### config.mk
export PLATFORM = sky130hd
export DESIGN_NAME = ll_tx_src
export DESIGN_NICKNAME = d
export VERILOG_FILES = /design/src/rtl/ll_tx_src.sv
export SDC_FILE = /design/constraint.sdc
export NUM_CORES = 1
export LEC_CHECK = 0
export CORE_AREA = 2 2 115 117
export DETAILED_ROUTE_END_ITERATION = 10
export DIE_AREA = 0 0 117 119
export PLACE_DENSITY = 0.76
export SETUP_SLACK_MARGIN = 0.1
export SYNTH_ARGS = -nofsm -noshare
export SYNTH_HDL_FRONTEND = slang
export SYNTH_SLANG_ARGS = --single-unit
### constraint.sdc
create_clock -name CPMDMALLCLK -period 2.45 [get_ports CPMDMALLCLK]
set_clock_uncertainty 0.05 [all_clocks]
set_input_delay 0.3675 -clock CPMDMALLCLK [delete_from_list [all_inputs] [get_ports CPMDMALLCLK]]
set_output_delay 0.3675 -clock CPMDMALLCLK [all_outputs]
set_load 0.01 [all_outputs]
### src/rtl/ll_tx_src.sv
// LocalLink frame source: turns one (flag, byte length) command plus a payload
// word stream into an 8-word header followed by the payload, with LL framing.
module ll_tx_src #(
    parameter int LEN_W = 16
) (
    input  logic             CPMDMALLCLK,
    input  logic             DMALLRSTENGINEACK,
    input  logic             cmd_valid,
    output logic             cmd_ready,
    input  logic [31:0]      cmd_flag,
    input  logic [LEN_W-1:0] cmd_len,
    input  logic [31:0]      pl_data,
    input  logic             pl_valid,
    output logic             pl_ready,
    output logic [31:0]      DMALLTXD,
    output logic [3:0]       DMALLTXREM,
    output logic             DMALLTXSOFN,
    output logic             DMALLTXEOFN,
    output logic             DMALLTXSOPN,
    output logic             DMALLTXEOPN,
    output logic             DMALLTXSRCRDYN,
    input  logic             LLDMATXDSTRDYN,
    output logic             busy,
    output logic             frame_done,
    output logic             len_err
);

    typedef enum logic [1:0] {
        S_IDLE,
        S_HEAD,
        S_PAYLOAD
    } state_t;

    localparam logic [3:0] HDR_WORDS = 4'd8;

    state_t            state_q, state_d;
    logic [3:0]        hdr_cnt_q, hdr_cnt_d;
    logic [LEN_W-1:0]  words_q, words_d;
    logic              first_q, first_d;
    logic [31:0]       flag_q, flag_d;
    logic [LEN_W-1:0]  len_q, len_d;
    logic [31:0]       txd_q, txd_d;
    logic [3:0]        rem_q, rem_d;
    logic              sofn_q, sofn_d;
    logic              eofn_q, eofn_d;
    logic              sopn_q, sopn_d;
    logic              eopn_q, eopn_d;
    logic              srcrdyn_q, srcrdyn_d;
    logic              frame_done_q, frame_done_d;
    logic              len_err_q, len_err_d;

    logic rst;
    logic load;
    logic beat;
    logic cmd_acc;
    logic pl_acc;
    logic last_word;

    function automatic logic [LEN_W-1:0] words_of(input logic [LEN_W-1:0] len);
        logic [LEN_W:0] sum;
        sum = {1'b0, len} + (LEN_W+1)'(3);
        return LEN_W'(sum >> 2);
    endfunction

    // Active-low byte enables for the final word; a full word is 0000.
    function automatic logic [3:0] rem_of(input logic [1:0] tail);
        case (tail)
            2'd1:    return 4'b0111;
            2'd2:    return 4'b0011;
            2'd3:    return 4'b0001;
            default: return 4'b0000;
        endcase
    endfunction

    function automatic logic [31:0] hdr_word(input logic [3:0] idx,
                                             input logic [31:0] flag,
                                             input logic [LEN_W-1:0] len);
        case (idx)
            4'd4:    return flag;
            4'd5:    return {{(32-LEN_W){1'b0}}, len};
            default: return 32'h0000_0000;
        endcase
    endfunction

    assign rst       = DMALLRSTENGINEACK;
    // The output register may take a new word when it is empty or its beat is leaving.
    assign load      = srcrdyn_q | ~LLDMATXDSTRDYN;
    assign beat      = ~srcrdyn_q & ~LLDMATXDSTRDYN;
    assign cmd_ready = (state_q == S_IDLE) & ~rst;
    assign pl_ready  = (state_q == S_PAYLOAD) & load & (words_q != '0) & ~rst;
    assign cmd_acc   = cmd_valid & cmd_ready;
    assign pl_acc    = pl_valid & pl_ready;
    assign last_word = (words_q == LEN_W'(1));

    always_comb begin
        state_d      = state_q;
        hdr_cnt_d    = hdr_cnt_q;
        words_d      = words_q;
        first_d      = first_q;
        flag_d       = flag_q;
        len_d        = len_q;
        txd_d        = txd_q;
        rem_d        = rem_q;
        sofn_d       = sofn_q;
        eofn_d       = eofn_q;
        sopn_d       = sopn_q;
        eopn_d       = eopn_q;
        srcrdyn_d    = srcrdyn_q;
        frame_done_d = 1'b0;
        len_err_d    = 1'b0;

        case (state_q)
            S_IDLE: begin
                if (cmd_acc) begin
                    if (cmd_len == '0) begin
                        len_err_d = 1'b1;
                    end else begin
                        flag_d    = cmd_flag;
                        len_d     = cmd_len;
                        words_d   = words_of(cmd_len);
                        first_d   = 1'b1;
                        hdr_cnt_d = 4'd1;
                        txd_d     = 32'h0000_0000;
                        rem_d     = 4'b0000;
                        sofn_d    = 1'b0;
                        eofn_d    = 1'b1;
                        sopn_d    = 1'b1;
                        eopn_d    = 1'b1;
                        srcrdyn_d = 1'b0;
                        state_d   = S_HEAD;
                    end
                end
            end
            S_HEAD: begin
                if (load) begin
                    sofn_d = 1'b1;
                    if (hdr_cnt_q == HDR_WORDS) begin
                        srcrdyn_d = 1'b1;
                        state_d   = S_PAYLOAD;
                    end else begin
                        txd_d     = hdr_word(hdr_cnt_q, flag_q, len_q);
                        srcrdyn_d = 1'b0;
                        hdr_cnt_d = hdr_cnt_q + 4'd1;
                    end
                end
            end
            S_PAYLOAD: begin
                if (load) begin
                    if (pl_acc) begin
                        txd_d     = pl_data;
                        srcrdyn_d = 1'b0;
                        sopn_d    = ~first_q;
                        first_d   = 1'b0;
                        eopn_d    = ~last_word;
                        eofn_d    = ~last_word;
                        rem_d     = last_word ? rem_of(len_q[1:0]) : 4'b0000;
                        words_d   = words_q - LEN_W'(1);
                    end else begin
                        srcrdyn_d = 1'b1;
                        sopn_d    = 1'b1;
                        eopn_d    = 1'b1;
                        eofn_d    = 1'b1;
                        rem_d     = 4'b0000;
                    end
                end
                if (beat && words_q == '0) begin
                    frame_done_d = 1'b1;
                    state_d      = S_IDLE;
                end
            end
            default: state_d = S_IDLE;
        endcase
    end

    always_ff @(posedge CPMDMALLCLK) begin
        if (rst) begin
            state_q      <= S_IDLE;
            hdr_cnt_q    <= 4'd0;
            words_q      <= '0;
            first_q      <= 1'b0;
            txd_q        <= 32'h0000_0000;
            rem_q        <= 4'b0000;
            sofn_q       <= 1'b1;
            eofn_q       <= 1'b1;
            sopn_q       <= 1'b1;
            eopn_q       <= 1'b1;
            srcrdyn_q    <= 1'b1;
            frame_done_q <= 1'b0;
            len_err_q    <= 1'b0;
        end else begin
            state_q      <= state_d;
            hdr_cnt_q    <= hdr_cnt_d;
            words_q      <= words_d;
            first_q      <= first_d;
            txd_q        <= txd_d;
            rem_q        <= rem_d;
            sofn_q       <= sofn_d;
            eofn_q       <= eofn_d;
            sopn_q       <= sopn_d;
            eopn_q       <= eopn_d;
            srcrdyn_q    <= srcrdyn_d;
            frame_done_q <= frame_done_d;
            len_err_q    <= len_err_d;
        end
    end

    // Command fields are only meaningful while a frame is in flight.
    always_ff @(posedge CPMDMALLCLK) begin
        flag_q <= flag_d;
        len_q  <= len_d;
    end

    assign DMALLTXD       = txd_q;
    assign DMALLTXREM     = rem_q;
    assign DMALLTXSOFN    = sofn_q;
    assign DMALLTXEOFN    = eofn_q;
    assign DMALLTXSOPN    = sopn_q;
    assign DMALLTXEOPN    = eopn_q;
    assign DMALLTXSRCRDYN = srcrdyn_q;
    assign busy           = (state_q != S_IDLE);
    assign frame_done     = frame_done_q;
    assign len_err        = len_err_q;

endmodule

==> impl.org <==
** Status
- The run finished with clean final reports.

** Worst setup path
- Biggest cell delay along the critical path :: 0.46 ns
- Required time of the worst setup path :: 2.03 ns
- Data arrival time of the worst path :: 1.88 ns
- Critical path cell sequence :: nor4_4 -> nand4_1 -> and3_1 -> dlygate4sd2_1
- Of all nets on the critical path, the largest fanout is 6.
- Endpoint class of the critical path :: output pin
- Crit path buf inv count :: 1
- STA classifies the critical path startpoint as a flip-flop.
- Critical Setup Path Class :: reg -> out
- The kind of cell with the highest combined delay along the critical path is simple AND/OR/NAND/NOR gates.
- Among all stages on the critical path, the largest delay is contributed by sky130_fd_sc_hd__nor4_4.

** Drt
- Drt first pass iters :: 5
- Number of design rule violations left after detail routing :: 0
- The first routing iteration left 336 violations.
- Vias :: 5005
- Routed WL :: 16.1 mm
- Dividing the detail-routed wire length by the instance count gives 17.9 um.
- In the routed layout, each cell is associated on average with a via count of 5.55.
- Remaining antenna violation count :: 0

** Floorplan
- Row generation in the floorplan step produced 42 rows.
- The floorplan step set the die height to 119 um.
- Initial standard-cell utilization of the core :: 44.0%
- Area enclosed by the die boundary :: 13900 um2
- Horizontal die dimension :: 117 um
- Placeable core region :: 12900 um2
- I/O pins :: 131

** Timing
- At the pin with the least slew margin, the transition time is 0.661 ns.
- Unrepaired setup endpoints after global routing :: yes
- The worst pin sits at a relative slew slack of 55.6%.
- After layout, the minimum clock period comes to 2.30 ns.
- Dividing the final minimum period by the clock period gives 93.8%.
- Final setup violation count :: 0
- Derived from the worst setup path, the maximum achievable clock frequency is 435 MHz.
- The final-report max-slew violation count came to 0.
- Worst path setup slack after routing :: 0.151 ns
- Final-layout setup total negative slack :: 0 ns
- The count of endpoints failing hold in the final timing report is 0.

** Worst hold path
- The path class of the tightest hold or removal check is reg -> reg.

** Flow run
- Across the run, the number of max-cap violations was 0.

** Logic synthesis
- For this run, the number of Yosys warnings is 0.
- Of all flip-flops after synthesis, the portion carrying an async set or reset was 0%.
- Synthesis produced a netlist whose cell count is 561.
- Counting distinct cell types in the post-synthesis netlist gives 64.
- In this run, synthesis produced a sequential element count of 112.
- Each instance of the synthesized netlist takes up on average 10.1 um2.
- Post-synthesis sequential area ratio :: 48.0%
- Counting flops with a built-in enable in the synthesized netlist gives 48.
- For this run, the leading register cell type out of synthesis is sky130_fd_sc_hd__dfxtp_1.
- When the netlist entered floorplanning its net count stood at 659.
- Total standard cell area after synthesis :: 5670 um2

** Finish
- The number of antenna diodes in the final layout is 0.
- Filler Cells Inserted :: 1056
- Relative to the synthesized area, the layout overhead comes to 38.7%.
- Across the whole layout, storage elements account for 2730 um2.
- The multi-input combinational cells in the finished layout cover a total of 2740 um2.
- Of the cells placed in the final design, the portion with a size suffix greater than 1 is 13.9%.
- Net total in the final layout :: 819

** Placement
- Global placer's final weighted congestion :: 0.867
- Post-detailed-placement half-perimeter wirelength :: 11.6 mm
- Port Buf Inserts :: 129
- OpenSTA, run right after detailed placement, puts the worst setup slack at -0.117 ns.

** Global route
- The initial antenna violation count came to 0.
- Global routing consumed, on the met3 layer, 3.56% of the routing resources.
- Global routing used 23.3% of the available tracks across all layers.
- Maximum number of pins on one net before global-route repair :: 61
- Global-route wire length before repair :: 25.2 mm
- Leftover overflow at the end of global routing :: 0
- Layer carrying the most global-route usage :: met2
- Via count of the first global-routing pass :: 4832
- Global routing used 38.8% of the available met2 tracks.
- Met1 Usage GRT :: 31.1%

** Pwr
- In this run switching power makes up 31.3% of total power.
- Reported net switching power :: 1.73 mW
- The analysis attributes to cell leakage a power of 2.97 nW.
- Internal Power :: 3.80 mW
- In this run, flip-flops and latches consume 40.4% of the power.
- In this run, the clock network consumes 28.7% of the power.
- Total power per unit cell area :: 703 nW/um2
- The share of total power dissipated in combinational logic is 30.9%.
- IR analysis of the VDD net gives a maximum drop of 0.381 mV.
- Total power :: 5.53 mW

** Clocking
- The clock passes through at most 2 buffers.
- Clock tree from TritonCTS :: yes
- Number of hold-repair buffers added at the cts stage :: 0
- Number of buffers added by the clock tree synthesis step :: 9
- Cell at the root of the clock tree :: sky130_fd_sc_hd__clkbuf_16
- CTS built an H-tree with a depth of 3.
- Clock latency at the later pin of the worst-skew pair :: 0.35 ns
- Clock-pin slew was measured on the worst setup and hold paths at 0.07 ns.
- The clock net in this run drives a total of 112 sinks.
what timing repair did:
action	4_1_cts	5_1_grt
gates resized for setup	10	8
setup buffers	1	1
endpoints found under the setup margin	3	27
pin swaps	2	0
state kept, by name, indices dropped and copies added, names as in the netlist, 2 cells and up:
register	count
words_q	16
len_q	16
DMALLTXD	32
DMALLTXREM	3
hdr_cnt_q	4
flag_q	32
state_q	2
area by class of cell:
cell class / count / share of cell area (%)
Inverter: 17 / 0.844
Clock buffer: 11 / 2.96
Sequential cell: 112 / 34.7
Timing Repair Buffer: 188 / 22.8
Clock inverter: 5 / 1.03
Multi-Input combinational cell: 393 / 34.9
Tap cell: 176 / 2.80
logic make-up after synthesis:
family | synth area share, %
compound gates | 19.1
xor+xnor | 2.01
fa+ha+maj | 2.87
buf+inv | 4.61
flops | 48.0
mux | 5.83
other cells | 0.0662
simple gates | 17.5
metal layers:
metal  routed length [um]  vias to the layer above
met5                    0                        -
met4                  335                        0
met3                 1080                       21
met2                 7850                      189
met1                 6870                     2387
li1                     -                     2408
cell usage after synthesis (all sizes together), types with 3 or more instances:
cell type	count	area, um2
nand2	93	349
dfxtp	64	1280
a22o	49	429
edfxtp	48	1440
mux2i	33	330
clkbuf	26	97.6
nor2	24	90.1
o21ai	21	105
a21oi	18	90.1
nand3	17	85.1
inv	16	60.1
nor4	16	161
buf	13	100
ha	13	163
nand4	13	81.3
o211ai	9	86.3
xor2	7	61.3
xnor2	6	52.6
a32o	5	50.1
and3	5	31.3
nand3b	5	50.1
nor3	5	25.0
a211oi	4	47.5
o31ai	4	30.0
a211o	3	26.3
a31o	3	26.3
nor2b	3	18.8
o211a	3	30.0
o22ai	3	18.8
power by group through the flow:
stage | Sequential, mW | Clock, mW | Combinational, mW
after floorplan | 2.24 | 0 | 0.992
after global placement | 2.26 | 0 | 1.60
after detailed placement | 2.26 | 0 | 1.62
after CTS | 2.22 | 1.61 | 1.67
after global routing | 2.25 | 1.67 | 1.84
final | 2.23 | 1.59 | 1.71
worst min-delay path, delay by kind of cell, from the launching register on:
family / cells / cell delay (ns)
DFF: 1 / 0.31
muxes: 1 / 0.05
and+or+nand+nor: 1 / 0.05
through the flow:
step / util, % / hold WS, ns / std cells / area [um2]
2_1_floorplan: - / 0.394 / 561 / 5670
3_3_place_gp: 58.0 / 0.393 / 884 / 7470
3_5_place_dp: 58.0 / 0.403 / 884 / 7470
4_1_cts: 60.7 / 0.413 / 901 / 7820
5_1_grt: 61.0 / 0.424 / 902 / 7860
6_report: 61.0 / 0.408 / 902 / 7860
worst paths after layout:
kind	from	to	slack, ns	cells after the start
min reg2reg	DMALLTXD[5]$_SDFFE_PP0P_	DMALLTXD[5]$_SDFFE_PP0P_	0.41	2
max	words_q[9]$_SDFFE_PP0P_	pl_ready	0.15	4
min	DMALLTXD[5]$_SDFFE_PP0P_	DMALLTXD[5]$_SDFFE_PP0P_	0.41	2
max reg2reg	state_q[0]$_SDFFE_PP0P_	words_q[14]$_SDFFE_PP0P_	0.18	8
cell usage in the layout (no fill, tap or decap), drive strengths merged, types with 9 or more instances in the layout:
master,n
clkdlybuf4s50,127
nand2,93
dfxtp,64
buf,59
a22o,49
edfxtp,48
mux2i,33
nor2,24
o21ai,21
a21oi,18
nand3,17
inv,17
nor4,16
nand4,13
ha,13
clkbuf,11
o211ai,9
Note: power is estimated with default switching activity, not from simulation.
